`src/rtl/point_dispatcher.sv`:
```
// Frame-level pixel scheduler. It walks the screen in raster order. For each pixel it
// starts the iteration calculator, waits for its result (or a timeout), saturates the
// result and writes it to the frame buffer over a valid/ready port.
module point_dispatcher #(
  parameter int unsigned H_RES   = 640,
  parameter int unsigned V_RES   = 480,
  parameter int unsigned HBI     = 32,
  parameter int unsigned DATA_W  = 8,
  parameter int unsigned ADDR_W  = 19,
  parameter int unsigned TIMEOUT = 4096
) (
  input  logic              CLK,
  input  logic              RST,
  input  logic              go,
  output logic              calc_start,
  output logic [11:0]       calc_x,
  output logic [11:0]       calc_y,
  input  logic              calc_done,
  input  logic [HBI-1:0]    calc_iteration,
  output logic              wr_valid,
  input  logic              wr_ready,
  output logic [ADDR_W-1:0] wr_addr,
  output logic [DATA_W-1:0] wr_data,
  output logic              busy,
  output logic              frame_done,
  output logic              timeout_err
);

  localparam int unsigned TW = $clog2(TIMEOUT + 1);

  localparam logic [11:0]     XLast   = 12'(H_RES - 1);
  localparam logic [11:0]     YLast   = 12'(V_RES - 1);
  localparam logic [TW-1:0]   CntLast = TW'(TIMEOUT - 1);
  localparam logic [HBI-1:0]  IterMax = HBI'({DATA_W{1'b1}});

  typedef enum logic [2:0] {
    StIdle,
    StIssue,
    StSettle,
    StWait,
    StWrite
  } state_e;

  state_e              state_q, state_d;
  logic [11:0]         x_q, x_d;
  logic [11:0]         y_q, y_d;
  logic [ADDR_W-1:0]   addr_q, addr_d;
  logic [DATA_W-1:0]   data_q, data_d;
  logic [TW-1:0]       cnt_q, cnt_d;
  logic                terr_q, terr_d;
  logic                fdone_q, fdone_d;

  // State and datapath registers with synchronous reset.
  always_ff @(posedge CLK) begin
    if (RST) begin
      state_q <= StIdle;
      x_q     <= '0;
      y_q     <= '0;
      addr_q  <= '0;
      data_q  <= '0;
      cnt_q   <= '0;
      terr_q  <= 1'b0;
      fdone_q <= 1'b0;
    end else begin
      state_q <= state_d;
      x_q     <= x_d;
      y_q     <= y_d;
      addr_q  <= addr_d;
      data_q  <= data_d;
      cnt_q   <= cnt_d;
      terr_q  <= terr_d;
      fdone_q <= fdone_d;
    end
  end

  // Next-state logic: raster walk, calculator handshake, timeout and write acceptance.
  always_comb begin
    state_d = state_q;
    x_d     = x_q;
    y_d     = y_q;
    addr_d  = addr_q;
    data_d  = data_q;
    cnt_d   = cnt_q;
    terr_d  = terr_q;
    fdone_d = 1'b0;

    unique case (state_q)
      StIdle: begin
        if (go) begin
          x_d     = '0;
          y_d     = '0;
          addr_d  = '0;
          terr_d  = 1'b0;
          state_d = StIssue;
        end
      end
      StIssue: begin
        state_d = StSettle;
      end
      StSettle: begin
        // The calculator's done may still be high from the previous pixel here.
        cnt_d   = '0;
        state_d = StWait;
      end
      StWait: begin
        cnt_d = cnt_q + TW'(1);
        if (calc_done) begin
          data_d  = (calc_iteration > IterMax) ? {DATA_W{1'b1}} : calc_iteration[DATA_W-1:0];
          state_d = StWrite;
        end else if (cnt_q == CntLast) begin
          data_d  = {DATA_W{1'b1}};
          terr_d  = 1'b1;
          state_d = StWrite;
        end
      end
      StWrite: begin
        if (wr_ready) begin
          if (x_q == XLast && y_q == YLast) begin
            fdone_d = 1'b1;
            state_d = StIdle;
          end else if (x_q == XLast) begin
            x_d     = '0;
            y_d     = y_q + 12'd1;
            addr_d  = addr_q + ADDR_W'(1);
            state_d = StIssue;
          end else begin
            x_d     = x_q + 12'd1;
            addr_d  = addr_q + ADDR_W'(1);
            state_d = StIssue;
          end
        end
      end
      default: begin
        state_d = StIdle;
      end
    endcase
  end

  // Outputs are decoded from state or taken straight from registers.
  always_comb begin
    calc_start  = (state_q == StIssue);
    wr_valid    = (state_q == StWrite);
    busy        = (state_q != StIdle);
    calc_x      = x_q;
    calc_y      = y_q;
    wr_addr     = addr_q;
    wr_data     = data_q;
    frame_done  = fdone_q;
    timeout_err = terr_q;
  end

endmodule
```
`config.mk`:
```
export PLATFORM = sky130hd
export DESIGN_NAME = point_dispatcher
export DESIGN_NICKNAME = d
export VERILOG_FILES = /design/src/rtl/point_dispatcher.sv
export SDC_FILE = /design/constraint.sdc
export NUM_CORES = 1
export LEC_CHECK = 0
export ABC_AREA = 1
export CORE_AREA = 3 3 127 129
export DETAILED_ROUTE_END_ITERATION = 10
export DIE_AREA = 0 0 130 132
export DONT_BUFFER_PORTS = 1
export HOLD_SLACK_MARGIN = 0.02
export PLACE_DENSITY = 0.4
export SLEW_MARGIN = 20
export SYNTH_ARGS = -nofsm -noshare
export SYNTH_HDL_FRONTEND = slang
export SYNTH_SLANG_ARGS = --single-unit
```
`constraint.sdc`:
```
create_clock -name CLK -period 1.8 [get_ports CLK]
set_clock_uncertainty 0.2 [all_clocks]
set_input_delay 0.36 -clock CLK [delete_from_list [all_inputs] [get_ports CLK]]
set_output_delay 0.36 -clock CLK [all_outputs]
set_load 0.05 [all_outputs]
```
==> results of run 1 <==
registers in the layout (all words and copies together) (netlist names):
name         count
frame_done       1
calc_y          12
timeout_err      1
calc_x          12
state_q          3
cnt_q           13
wr_data          8
wr_addr         19
power by group:
group / internal, W / switching, W / total (W)
Clock: 0.00114 / 0.000696 / 0.00183
Sequential: 0.00156 / 0.0000791 / 0.00164
Combinational: 0.000242 / 0.000421 / 0.000663
cell type report:
class | instances | area [µm²]
clock buffer | 11 | 253
clock inverter | 4 | 47.5
fill | 1569 | 9490
inverter | 79 | 304
multi-input combinational | 514 | 2530
sequential | 69 | 1440
tap | 188 | 235
timing repair buffer | 100 | 850
worst min path at each step:
stage,start,endpoint,slack [ns],depth (start not counted)
after floorplan,cnt_q[11],cnt_q[11],0.24,2
after global routing,calc_iteration[7],wr_data[7],0.06,4
final,calc_iteration[4],wr_data[4],0.05,4
after CTS,calc_iteration[4],wr_data[4],0.04,4
after detailed placement,RST,calc_x[8],0.23,1
after global placement,RST,calc_x[8],0.23,1
metrics by stage:
| step | TNS, ns | setup WS [ns] |
|---|---|---|
| 2_1_floorplan | -1.43 | -0.101 |
| 3_3_place_gp | 0 | 0.0186 |
| 3_5_place_dp | -0.0113 | -0.0113 |
| 4_1_cts | -0.000262 | -0.000262 |
| 5_1_grt | -0.925 | -0.0774 |
| 6_report | 0 | 0.0349 |
what timing repair did:
item                       CTS  global route
resized for setup            9            23
hold endpoints to repair    36             0
setup endpoints to repair    5            47
pin swaps                    1             9
setup buffers                3             5
cloned                       0             1
hold buffers                 1             0
tightest hold or removal path, stage by stage:
cell and delay (ns):
inv_1 0.03, nand3_1 0.07, nand2_1 0.06, nor2_1 0.03
cell families after synthesis:
group / Yosys count / synth area share (%)
AOI/OAI and AO/OA: 79 / 10.8
xor gates and xnor gates: 5 / 1.03
adders and majority gates: 4 / 1.18
buffers and inverters: 100 / 10.3
DFF: 69 / 32.6
and+or+nand+nor: 426 / 44.0
metal layers:
metal	up-vias	wire length, µm	GRT usage, %
met1	2098	6170	20.5
met3	9	620	4.13
met2	90	6340	25.1
li1	2373	-	-
met5	-	0	0
met4	0	131	4.10
placed cells by master (no fill, tap or decap), drive strengths merged:
cell type  netlist  final
or2              2      2
nand3b           2      2
nor2           128    128
buf             13     99
clkinv           1      3
inv             78     78
nor3            11     11
nand3           68     68
nor4             3      3
xor2             5      5
nand2          191    191
a221oi           2      2
clkbuf           8     12
ha               4      4
dfxtp           69     69
o21bai           8      8
o21ai           16     16
a21oi           51     51
a211oi           1      1
clkinvlp         0      1
nand4           19     19
nor3b            2      2
bufinv           0      1
a311oi           1      1
==> key figures, run 1 <==
CTS
  – Clock latency on the worst-skew pair: 0.34 ns
  – CTS sink count: 69
  – Total CTS buffers: 9
  – CTS tree: done
  – Worst-path clk slew: 0.06 ns
  – Root Buffer: clkbuf_16
  – H-tree Lvls: 3
  – Longest Clk Path Bufs: 2

Worst setup path
  – Worst flop-to-flop path endpoint: wr_addr[14]
  – Critical path's most frequent cell: buf_12
  – Crit end category: output pin
  – Critical path cell sequence: nor2_4, nand2_4, inv_4, buf_12, buf_12
  – Timing endpoint of the critical path: wr_valid
  – WP depth: 5
  – Reg-to-Reg Start: calc_x[0]
  – CP bufs+invs: 3
  – Crit-path slowest cell: dfxtp_2
  – Critical path required time: 1.24 ns
  – Crit-path max cell delay: 0.33 ns
  – Register-to-Register Path Depth: 11
  – Setup crit start: state_q[0]
  – Critical path fanouts, max: 4
  – Crit-path leading delay family: flip-flops
  – Reg-to-reg slack, setup: 0.03 ns
  – Setup CP Type: reg -> out
  – Type of origin of the critical path: flop
  – Crit path DAT: 1.21 ns

Layout
  – Fin cells: 965
  – Ant diodes: 0
  – Fin util: 37.4%
  – Total Nets Final: 814
  – Share of cells above drive strength 1: 26.3%
  – Design area: 5660 µm²
  – Area growth from synthesis to layout: 33.7%

Global route
  – Global-route wire length before repair: 21.6 mm
  – Largest net degree at the start of global routing: 37
  – Initial antenna violation count: 0
  – Global Route Usage Sum: 15.6%
  – Congestion Overflow GR: 0
  – Number of global-route vias before repair: 4,267

Yosys
  – Synthesized area: 4230 µm²
  – Synth area leader: dfxtp_1
  – Ys Warns: 0
  – Area contributors post-synth: dfxtp_1 (33%), nand2_1 (16%), nor2_1 (11%)
  – Share of the synthesized area in the top cell type: 32.6%
  – Cell variety after synth: 35
  – Gate Count Post-Synth: 683
  – Post-synth ARST share: 0%
  – Main flop type after synthesis: dfxtp_1
  – FF+latch count, synth: 69
  – Seq/Total Area, Yosys: 32.6%
  – Post-synth EDFFs: 0
  – Most frequent cells after synthesis: nand2_1 (181), nor2_1 (120), inv_1 (73)
  – Post-synth net total: 724
  – Top-count cell post-synth: nand2_1
  – Mapped Avg Cell Area: 6.20 µm²

Route
  – Detailed-route wire length per cell: 13.7 µm
  – Final ANT Viol Nets: 0
  – DR iter-0 viols: 191
  – Drt first pass iters: 4
  – Vias per cell: 4.74
  – Number of remaining DRC errors: 0
  – Routed wire length: 13.3 mm
  – Via Count: 4,570

Floorplan
  – I/O pin count: 93
  – Initial Utilization: 27.9%
  – Core area: 15,100 µm²
  – Row cnt: 45
  – Die Area: 17,200 µm²
  – Die X: 130 µm
  – Die span in y: 132 µm

Placement
  – Final HPWL DP: 9.75 mm
  – Dpl cells: 940
  – Placed Area: 5150 µm²
  – GPL Wtd Cong: 0.825
  – Port Buffers: 0

Status
  – Outcome: finished clean

Timing
  – Slew of the pin with the lowest slew margin: 0.538 ns
  – Final hold slack: 0.0508 ns
  – Max Clock Freq: 0.567 GHz
  – Final Setup Violations: 0
  – Relative slew slack: 64.1%
  – Fin crit period: 1.77 ns
  – Final Max Tran Viols: 0
  – Final period util: 98.1%
  – Unrepaired setup endpoints after global routing: true
  – Final Hold Viols: 0

Power and ir drop
  – Leakage power: 2.23 nW
  – Max IR drop VDD: 452 µV
  – PwrDens: 731 nW/µm²
  – Total Power: 0.00414 W

Worst hold path
  – Hold Path Class: in -> reg

Flow run
  – MaxCap Viol Count: 0
Power figures use the tool's default switching activity.
==> inputs of run 2 (changes only) <==
Settings changed: CORE_AREA 3 3 127 129 to 3 3 91 93, DIE_AREA 0 0 130 132 to 0 0 94 96, PLACE_DENSITY 0.4 to 0.7.
==> key figures, run 2 (synthesis results as in run 1) <==
Timing
  – Final period util: 101% (+3.3 points)
  – Unrepaired setup endpoints after global routing: true
  – Slew of the pin with the lowest slew margin: 0.523 ns (-0.0143 ns)
  – Final Setup Violations: 5 (+5)
  – Relative slew slack: 65.1% (+0.95 points)
  – Max Clock Freq: 0.548 GHz (-3.3%)
  – Fin crit period: 1.83 ns (+0.0602 ns)
  – Final Hold Viols: 0 (unchanged)
  – Final Worst Setup Slack: -0.0253 ns (-0.0602 ns)
  – Final Max Tran Viols: 0 (unchanged)

Power and ir drop
  – Leakage power: 2.14 nW (-4.4%)
  – PwrDens: 672 nW/µm² (-8.1%)
  – Max IR drop VDD: 595 µV (+32%)

Layout
  – Design area: 5390 µm² (-4.8%)
  – Commonest cells after routing, fill and taps aside: nand2_1 (173), nor2_1 (112), buf_4 (73)
  – Total Nets Final: 800 (-1.7%)
  – Commonest non-fill, non-tap cell in the layout: nand2_1
  – Area growth from synthesis to layout: 27.3%
  – Fin util: 70.8% (+33 points)
  – Fill cell count: 670 (-57%)
  – Max reg flops: 19 (unchanged)
  – Ant diodes: 0 (unchanged)
  – Share of cells above drive strength 1: 25.5% (-0.73 points)

Floorplan
  – Row cnt: 32 (-29%)
  – Die X: 94 µm (-28%)
  – Die Area: 9020 µm² (-47%)
  – Initial Utilization: 55.6% (+28 points)
  – Core area: 7610 µm² (-50%)
  – Die span in y: 96 µm (-27%)
  – I/O pin count: 93 (unchanged)

CTS
  – H-tree Lvls: 3 (unchanged)
  – Worst-path clk slew: 0.07 ns (about the same)
  – CTS sink count: 69 (unchanged)
  – Clock latency on the worst-skew pair: 0.35 ns (about the same)
  – Root Buffer: clkbuf_8
  – Longest Clk Path Bufs: 2 (unchanged)
  – Total CTS buffers: 9 (unchanged)
  – CTS tree: done

Global route
  – Initial antenna violation count: 0 (unchanged)
  – Global-route wire length before repair: 18.8 mm (-13%)
  – Largest net degree at the start of global routing: 37 (unchanged)
  – Global Route Usage Sum: 25.7% (+10 points)
  – Congestion Overflow GR: 0 (unchanged)
  – Number of global-route vias before repair: 4,248 (-0.45%)

Worst setup path
  – Register-to-Register Path Depth: 11 (unchanged)
  – Type of origin of the critical path: flop
  – Crit end category: flop
  – Worst flop-to-flop path endpoint: wr_addr[14]
  – Critical path fanouts, max: 8 (+4)
  – Critical path required time: 1.85 ns (+0.61 ns)
  – Setup CP Type: reg -> reg
  – Crit path DAT: 1.87 ns (+0.66 ns)
  – Reg-to-reg slack, setup: -0.03 ns (-0.06 ns)
  – Reg-to-Reg Start: calc_x[1]

Flow run
  – MaxCap Viol Count: 0 (unchanged)

Route
  – DR iter-0 viols: 187 (-2.1%)
  – Vias per cell: 5.26 (+11%)
  – Routed wire length: 11.6 mm (-13%)
  – Drt first pass iters: 4 (unchanged)
  – Final ANT Viol Nets: 0 (unchanged)
  – Detailed-route wire length per cell: 13.4 µm (-2.8%)
  – Via Count: 4,554 (-0.35%)
  – Number of remaining DRC errors: 0 (unchanged)

Worst hold path
  – Worst Hold End: wr_data[3]
  – Hold Path Class: in -> reg
  – Hold_sp: calc_iteration[3]
  – Hold path cells: 4 (unchanged)

Placement
  – Pre-CTS WS: -0.0294 ns (-0.0181 ns)
  – Placed Area: 4940 µm² (-4.1%)
  – Final HPWL DP: 8.33 mm (-15%)
  – Port Buffers: 0 (unchanged)
  – GPL Wtd Cong: 0.885 (+7.3%)

Status
  – Failing checks: setup timing
  – Outcome: finished with violations
[run 2: cell types whose count changed in the layout (fill, tap and decap cells not counted), sizes merged]
cell / delta
dlygate4sd3: +2
clkinv: +1
inv: +1
buf: -16
clkinvlp: -1
[run 2: timing repair]
| item | 4_1_cts | 5_1_grt |
|---|---|---|
| hold buffers | 3 | 0 |
| resized for setup | 6 | 40 |
| pin swaps | 1 | 20 |
| buffers inserted | 1 | 3 |
| gates cloned | 0 | 1 |
| endpoints found under the setup margin | 2 | 60 |
| hold endpoints to repair | 38 | 0 |
[run 2: report_power, final]
group | internal, W | switching (W)
clock network | 0.000718 | 0.000616
registers | 0.00156 | 0.0000818
logic | 0.000231 | 0.000413
total | 0.00251 | 0.00111
[run 2: critical path, stage by stage, from the launching register on]
cell and delay (ns):
dfxtp_4 0.36, ha_4 0.14, nand2_4 0.05, nor2_4 0.14
nand2_2 0.08, nor2_4 0.14, nand3_4 0.15, nand2_8 0.15
buf_12 0.13, nor2_4 0.04, nor2_2 0.09, nor2_1 0.04
[run 2: per-layer routing]
metal	routed length, µm	up-vias	GRT usage [%]
li1	-	2347	-
met3	647	21	5.08
met5	0	-	0
met4	244	0	10.5
met1	5000	2065	30.3
met2	5690	121	45.8
[run 2: per-stage QoR]
step | hold WS (ns) | total power [W] | std cells | TNS, ns
after detailed placement | 0.225 | 0.00222 | 842 | -0.0294
after CTS | 0.0216 | 0.00358 | 862 | -0.00656
after global placement | 0.224 | 0.00221 | 842 | 0
after global routing | 0.0686 | 0.00376 | 866 | -2.97
after floorplan | 0.241 | 0.00208 | 683 | -1.43
final | 0.0325 | 0.00362 | 866 | -0.0737
[run 2: final cells by class]
type	instances	area, µm²	share of cell area, %
multi-input cells	514	2570	47.7
clock inverters	5	57.6	1.07
repair buffers	86	741	13.7
inverters	79	302	5.60
flip-flops and latches	69	1440	26.7
clock buffers	11	151	2.81
well taps	102	128	2.37
[run 2: worst max path at each step]
| stage | startpoint | to | cells after the start |
|---|---|---|---|
| floorplan | calc_x[0] | wr_addr[3] | 11 |
| global placement | calc_x[0] | calc_y[9] | 8 |
| detailed placement | calc_x[0] | calc_y[9] | 8 |
| CTS | state_q[1] | wr_valid | 4 |
| global route | calc_x[1] | wr_addr[14] | 11 |
| finish | calc_x[1] | wr_addr[14] | 11 |
